--- config.mk ---
export PLATFORM = sky130hd
export DESIGN_NAME = y86_seq_ctrl
export DESIGN_NICKNAME = d
export VERILOG_FILES = /design/src/rtl/y86_seq_ctrl.sv
export SDC_FILE = /design/constraint.sdc
export NUM_CORES = 1
export LEC_CHECK = 0
export CAP_MARGIN = 20
export CORE_MARGIN = 5
export CORE_UTILIZATION = 43
export DETAILED_ROUTE_END_ITERATION = 16
export PLACE_DENSITY = 0.8
export SYNTH_ARGS = -nofsm -noshare
export SYNTH_HDL_FRONTEND = slang
export SYNTH_SLANG_ARGS = --single-unit
--- constraint.sdc ---
create_clock -name clk -period 1.7 [get_ports clk]
set_input_delay 0.34 -clock clk [delete_from_list [all_inputs] [get_ports clk]]
set_output_delay 0.34 -clock clk [all_outputs]
set_load 0.02 [all_outputs]
--- src/rtl/y86_seq_ctrl.sv ---
// Multi-cycle stage sequencer for the sequential Y86-64 core: stage enables, condition codes, cnd and status.
// Optional MEM_WAIT_EN macro: MEMORY waits on mem_ready with a WAIT_MAX-cycle timeout.
module y86_seq_ctrl (
  input  logic       clk,
  input  logic       rst_n,
  input  logic       run,
  input  logic [3:0] icode,
  input  logic [3:0] ifun,
  input  logic       instr_valid,
  input  logic       imem_error,
  input  logic       alu_zf,
  input  logic       alu_sf,
  input  logic       alu_of,
  input  logic       mem_ready,
  input  logic       dmem_error,
  output logic       fetch_en,
  output logic       decode_en,
  output logic       execute_en,
  output logic       memory_en,
  output logic       writeback_en,
  output logic       pc_en,
  output logic       mem_req,
  output logic       cc_zf,
  output logic       cc_sf,
  output logic       cc_of,
  output logic       cnd,
  output logic [1:0] stat,
  output logic       busy,
  output logic       retired
);

  typedef enum logic [2:0] {
    S_IDLE, S_FETCH, S_DECODE, S_EXECUTE, S_MEMORY, S_WRITEBACK, S_PCUPD, S_HALTED
  } state_t;

  localparam logic [1:0] STAT_AOK = 2'd0;
  localparam logic [1:0] STAT_HLT = 2'd1;
  localparam logic [1:0] STAT_ADR = 2'd2;
  localparam logic [1:0] STAT_INS = 2'd3;

  state_t     state, state_next;
  logic [1:0] stat_next;
  logic [2:0] cc_next;
  logic       cnd_next;
  logic       cond_eval;
  logic       is_cond_op;
  logic       is_mem_op;
  logic       exec_ins;

`ifdef MEM_WAIT_EN
  parameter int unsigned WAIT_MAX = 15;
  localparam int unsigned WAIT_W = $clog2(WAIT_MAX + 1);
  logic [WAIT_W-1:0] wait_cnt, wait_next;
`else
  logic unused_mem_ready;
  assign unused_mem_ready = mem_ready;
`endif

  // Instruction classification and jXX/cmovXX condition from the pre-update codes
  always_comb begin
    is_cond_op = (icode == 4'h2) || (icode == 4'h7);
    is_mem_op  = (icode == 4'h4) || (icode == 4'h5) || (icode == 4'h8) ||
                 (icode == 4'h9) || (icode == 4'hA) || (icode == 4'hB);
    exec_ins   = (is_cond_op && (ifun > 4'h6)) || ((icode == 4'h6) && (ifun > 4'h3));
    case (ifun)
      4'h0:    cond_eval = 1'b1;
      4'h1:    cond_eval = (cc_sf ^ cc_of) | cc_zf;
      4'h2:    cond_eval = cc_sf ^ cc_of;
      4'h3:    cond_eval = cc_zf;
      4'h4:    cond_eval = ~cc_zf;
      4'h5:    cond_eval = ~(cc_sf ^ cc_of);
      4'h6:    cond_eval = ~(cc_sf ^ cc_of) & ~cc_zf;
      default: cond_eval = 1'b0;
    endcase
  end

  always_comb begin
    state_next = state;
    stat_next  = stat;
    cc_next    = {cc_zf, cc_sf, cc_of};
    cnd_next   = cnd;
`ifdef MEM_WAIT_EN
    wait_next  = '0;
`endif
    case (state)
      S_IDLE: if (run) state_next = S_FETCH;
      S_FETCH: begin
        if (instr_valid) begin
          if (imem_error) begin
            stat_next  = STAT_ADR;
            state_next = S_HALTED;
          end else if (icode > 4'hB) begin
            stat_next  = STAT_INS;
            state_next = S_HALTED;
          end else if (icode == 4'h0) begin
            stat_next  = STAT_HLT;
            state_next = S_HALTED;
          end else begin
            state_next = S_DECODE;
          end
        end
      end
      S_DECODE: state_next = S_EXECUTE;
      S_EXECUTE: begin
        if (exec_ins) begin
          stat_next  = STAT_INS;
          state_next = S_HALTED;
        end else begin
          if (icode == 4'h6) cc_next = {alu_zf, alu_sf, alu_of};
          cnd_next   = is_cond_op ? cond_eval : 1'b0;
          state_next = is_mem_op ? S_MEMORY : S_WRITEBACK;
        end
      end
      S_MEMORY: begin
`ifdef MEM_WAIT_EN
        wait_next = wait_cnt + WAIT_W'(1);
        if (mem_ready) begin
          if (dmem_error) begin
            stat_next  = STAT_ADR;
            state_next = S_HALTED;
          end else begin
            state_next = S_WRITEBACK;
          end
        end else if (wait_cnt == WAIT_W'(WAIT_MAX - 1)) begin
          stat_next  = STAT_ADR;
          state_next = S_HALTED;
        end
`else
        if (dmem_error) begin
          stat_next  = STAT_ADR;
          state_next = S_HALTED;
        end else begin
          state_next = S_WRITEBACK;
        end
`endif
      end
      S_WRITEBACK: state_next = S_PCUPD;
      S_PCUPD:     state_next = run ? S_FETCH : S_IDLE;
      S_HALTED:    state_next = S_HALTED;
      default:     state_next = S_IDLE;
    endcase
  end

  // State, architectural registers and registered decodes of the next state
  always_ff @(posedge clk) begin
    if (!rst_n) begin
      state        <= S_IDLE;
      stat         <= STAT_AOK;
      cc_zf        <= 1'b1;
      cc_sf        <= 1'b0;
      cc_of        <= 1'b0;
      cnd          <= 1'b0;
      fetch_en     <= 1'b0;
      decode_en    <= 1'b0;
      execute_en   <= 1'b0;
      memory_en    <= 1'b0;
      writeback_en <= 1'b0;
      pc_en        <= 1'b0;
      mem_req      <= 1'b0;
      busy         <= 1'b0;
      retired      <= 1'b0;
`ifdef MEM_WAIT_EN
      wait_cnt     <= '0;
`endif
    end else begin
      state                 <= state_next;
      stat                  <= stat_next;
      {cc_zf, cc_sf, cc_of} <= cc_next;
      cnd                   <= cnd_next;
      fetch_en              <= (state_next == S_FETCH);
      decode_en             <= (state_next == S_DECODE);
      execute_en            <= (state_next == S_EXECUTE);
      memory_en             <= (state_next == S_MEMORY);
      writeback_en          <= (state_next == S_WRITEBACK);
      pc_en                 <= (state_next == S_PCUPD);
      mem_req               <= (state_next == S_MEMORY);
      busy                  <= (state_next != S_IDLE) && (state_next != S_HALTED);
      retired               <= (state_next == S_PCUPD);
`ifdef MEM_WAIT_EN
      wait_cnt              <= wait_next;
`endif
    end
  end

endmodule

==> metrics.txt <==
Core Util, Final 68.0%; Via Count 865; RSZ-0062 raised after global routing no; post-synthesis register bit count 16; Max stage delay on crit path around 0.45 ns; Netlist cell types 38; clk buf depth 2; drt drc 0; crit path launch type input pin; total global routing overflow 0; number of clock sinks 16; initial antenna violation count 0; Hold Startpoint cnd; synthesized cell area around 870 sq um; Worst-Skew Late Latency approximately 0.28 ns; DR vias/cell ~5.3; share of cells above drive strength 1 about a fifth; Lkg Pwr ~0.55 nW; total CTS buffers 3; slowest library cell on the worst path clkdlybuf4s50_1; Core Rows 16; gr usage total between 10% and 20%; Syn Inst Count between 90 and 100; placer congestion estimate 0.881; number of global-route vias before repair roughly 850; Power Density slightly below 800 nW/um^2; WS Path Type input pin to register; Final Hold Vio Count 0; area leader, netlist dfxtp_1; DP HPWL around 1.8 mm; sequential share of the synthesized area a little under two fifths; CP top delay family compound AO/OA/AOI/OAI gates; Die X approximately 55 microns; pin count of the biggest net entering global routing 11; Mapped Avg Cell Area 8.99 sq um; Final Instance Count excl. Fillers around 160; peak supply drop between 0.0007 and 0.0008 V; Worst Path Buf+Inv 1; outcome finished clean; Worst EP required 1.86 ns; Syn Nets 115; CTS root buf clkbuf_4; FF-to-FF Start state[1]; # Post-CTS Setup Buffers 0; CP Capture Type register; die height about 55 microns; Switching Power between 0.3 and 0.4 mW; Cells after DPL around 160; global-route wire length before repair 3.64 mm; P_int around 0.70 mW; Clock power frac about 18%; Post-synth ARST share 0%; total of max-cap violations 0; min Tclk post-route approximately 1.6 ns; Ports 33; commonest cells in the netlist dfxtp_1 (16), nor2_1 (10), nand2_1 (8); critical path arrival 1.79 ns; ANT nets after route 0; Worst Hold Class register to register; largest cells by area after synthesis dfxtp_1 (37%), mux2i_1 (5.7%), nor2_1 (4.3%); EDFF count, synth 0; Pwr Total between 1 and 1.5 mW; final wirelength around 2.2 mm; clk_skew 0.00722 ns; CTS H-tree lvls 1; DRT Pass-1 Iters 4; top cell type's share of synthesized area approximately 37%; initial core utilization roughly 45%; switching part of the total 33.1%; fin. max-slew vios 0; worst setup margin between 0.07 and 0.08 ns; Final nets ~160; core area approximately 1900 sq um; CTS tree done; period utilization ~96%; relative slew slack between 70% and 80%; ANT cells 0; cell-by-cell listing of the critical path clkdlybuf4s50_1, a21o_1, o211a_1, or2_4, o311a_1; Comb pwr share 38.9%; wire per inst around 14 microns; Area Growth Syn to Fin 51.5%; Setup Viol. Count Final 0; pre-CTS WS -0.367 ns; hold slack between 0.4 and 0.5 ns; Least-Margin Pin Slew 0.382 ns; DIE AREA roughly 3000 sq um; drt initial violations 12; worst setup path startpoint imem_error; fmax about 600 MHz; crit-path max FO 4; Synth Flop Type dfxtp_1; port bufs 31; sequential fraction of design power between 40% and 50%; Synth warnings 0; clock slew at reported path FFs roughly 0.080 ns; count leader, synth dfxtp_1
## through the flow
stage | setup TNS (ns) | area, sq um
floorplan | 0 | 872
global placement | -2.32 | 1260
detailed placement | -3.54 | 1260
CTS | 0 | 1300
global route | 0 | 1320
finish | 0 | 1320
## logic make-up (layout without fill, tap and decap cells)
family / after synthesis / after routing / share of synthesized area, %
flops: 16 / 16 / 36.7
xor+xnor: 3 / 3 / 3.01
compound gates: 20 / 20 / 19.1
mux: 5 / 5 / 5.74
buf+inv: 9 / 49 / 5.88
simple gates: 44 / 44 / 29.6
## power groups by stage
stage / Clock [mW] / Combinational [mW] / Sequential [mW]
after floorplan: 0 / 0.230 / 0.473
after global placement: 0 / 0.391 / 0.459
after detailed placement: 0 / 0.399 / 0.462
after CTS: 0.191 / 0.403 / 0.453
after global routing: 0.210 / 0.442 / 0.462
final: 0.187 / 0.408 / 0.454
## cells in the final DEF, fill, tap and decap left out, types with 3 or more instances in the layout
| cell type | synthesis | routed |
|---|---|---|
| clkdlybuf4s50_1 | 0 | 26 |
| dfxtp_1 | 16 | 16 |
| buf_4 | 2 | 11 |
| nor2_1 | 10 | 9 |
| nand2_1 | 8 | 8 |
| mux2i_1 | 5 | 5 |
| nor3_1 | 5 | 5 |
| inv_1 | 3 | 3 |
| nor2b_1 | 3 | 3 |
| o21ai_0 | 3 | 3 |
| nand3_1 | 3 | 3 |
| clkbuf_4 | 0 | 3 |
| dlymetal6s2s_1 | 0 | 3 |
## worst paths after layout
| path | depth (start not counted) | end | slack [ns] |
|---|---|---|---|
| worst min register to register | 2 | cnd | 0.48 |
| worst min-delay path | 2 | cnd | 0.48 |
| worst max register to register | 5 | busy | 0.15 |
| worst max-delay path | 5 | stat[0] | 0.07 |
## state kept, by name, indices dropped and copies added (netlist names)
| signal | flops |
|---|---|
| busy | 1 |
| cc_of | 1 |
| cc_sf | 1 |
| cc_zf | 1 |
| cnd | 1 |
| decode_en | 1 |
| execute_en | 1 |
| fetch_en | 1 |
| mem_req | 1 |
| retired | 1 |
| stat | 2 |
| state | 3 |
| writeback_en | 1 |
## final cells by class
type,instances,area [sq um]
clock buffer,3,22.5
fill,165,621
inverter,4,15.0
multi-input combinational,72,532
sequential,16,320
tap,27,33.8
timing repair buffer,42,398
## layer usage
metal	routed length, microns	vias to the layer above	share of wire, %	track usage, %
met2	1180	11	53	29.3
met5	0	-	0	0
met3	49	4	2.2	2.95
li1	-	434	-	-
met1	964	416	44	20.2
met4	21	0	0.95	5.67
## worst register-to-register path: stages, from the launching register on
cell and delay, ns:
dfxtp_1 0.56, nor2b_1 0.11, o21ai_0 0.15, o221ai_1 0.20
or2_4 0.30, a31oi_1 0.16
## timing repair
item	4_1_cts	5_1_grt
gates resized for setup	4	6
setup endpoints to repair	6	10
hold buffers	0	0
(Power assumes the default switching activity.)
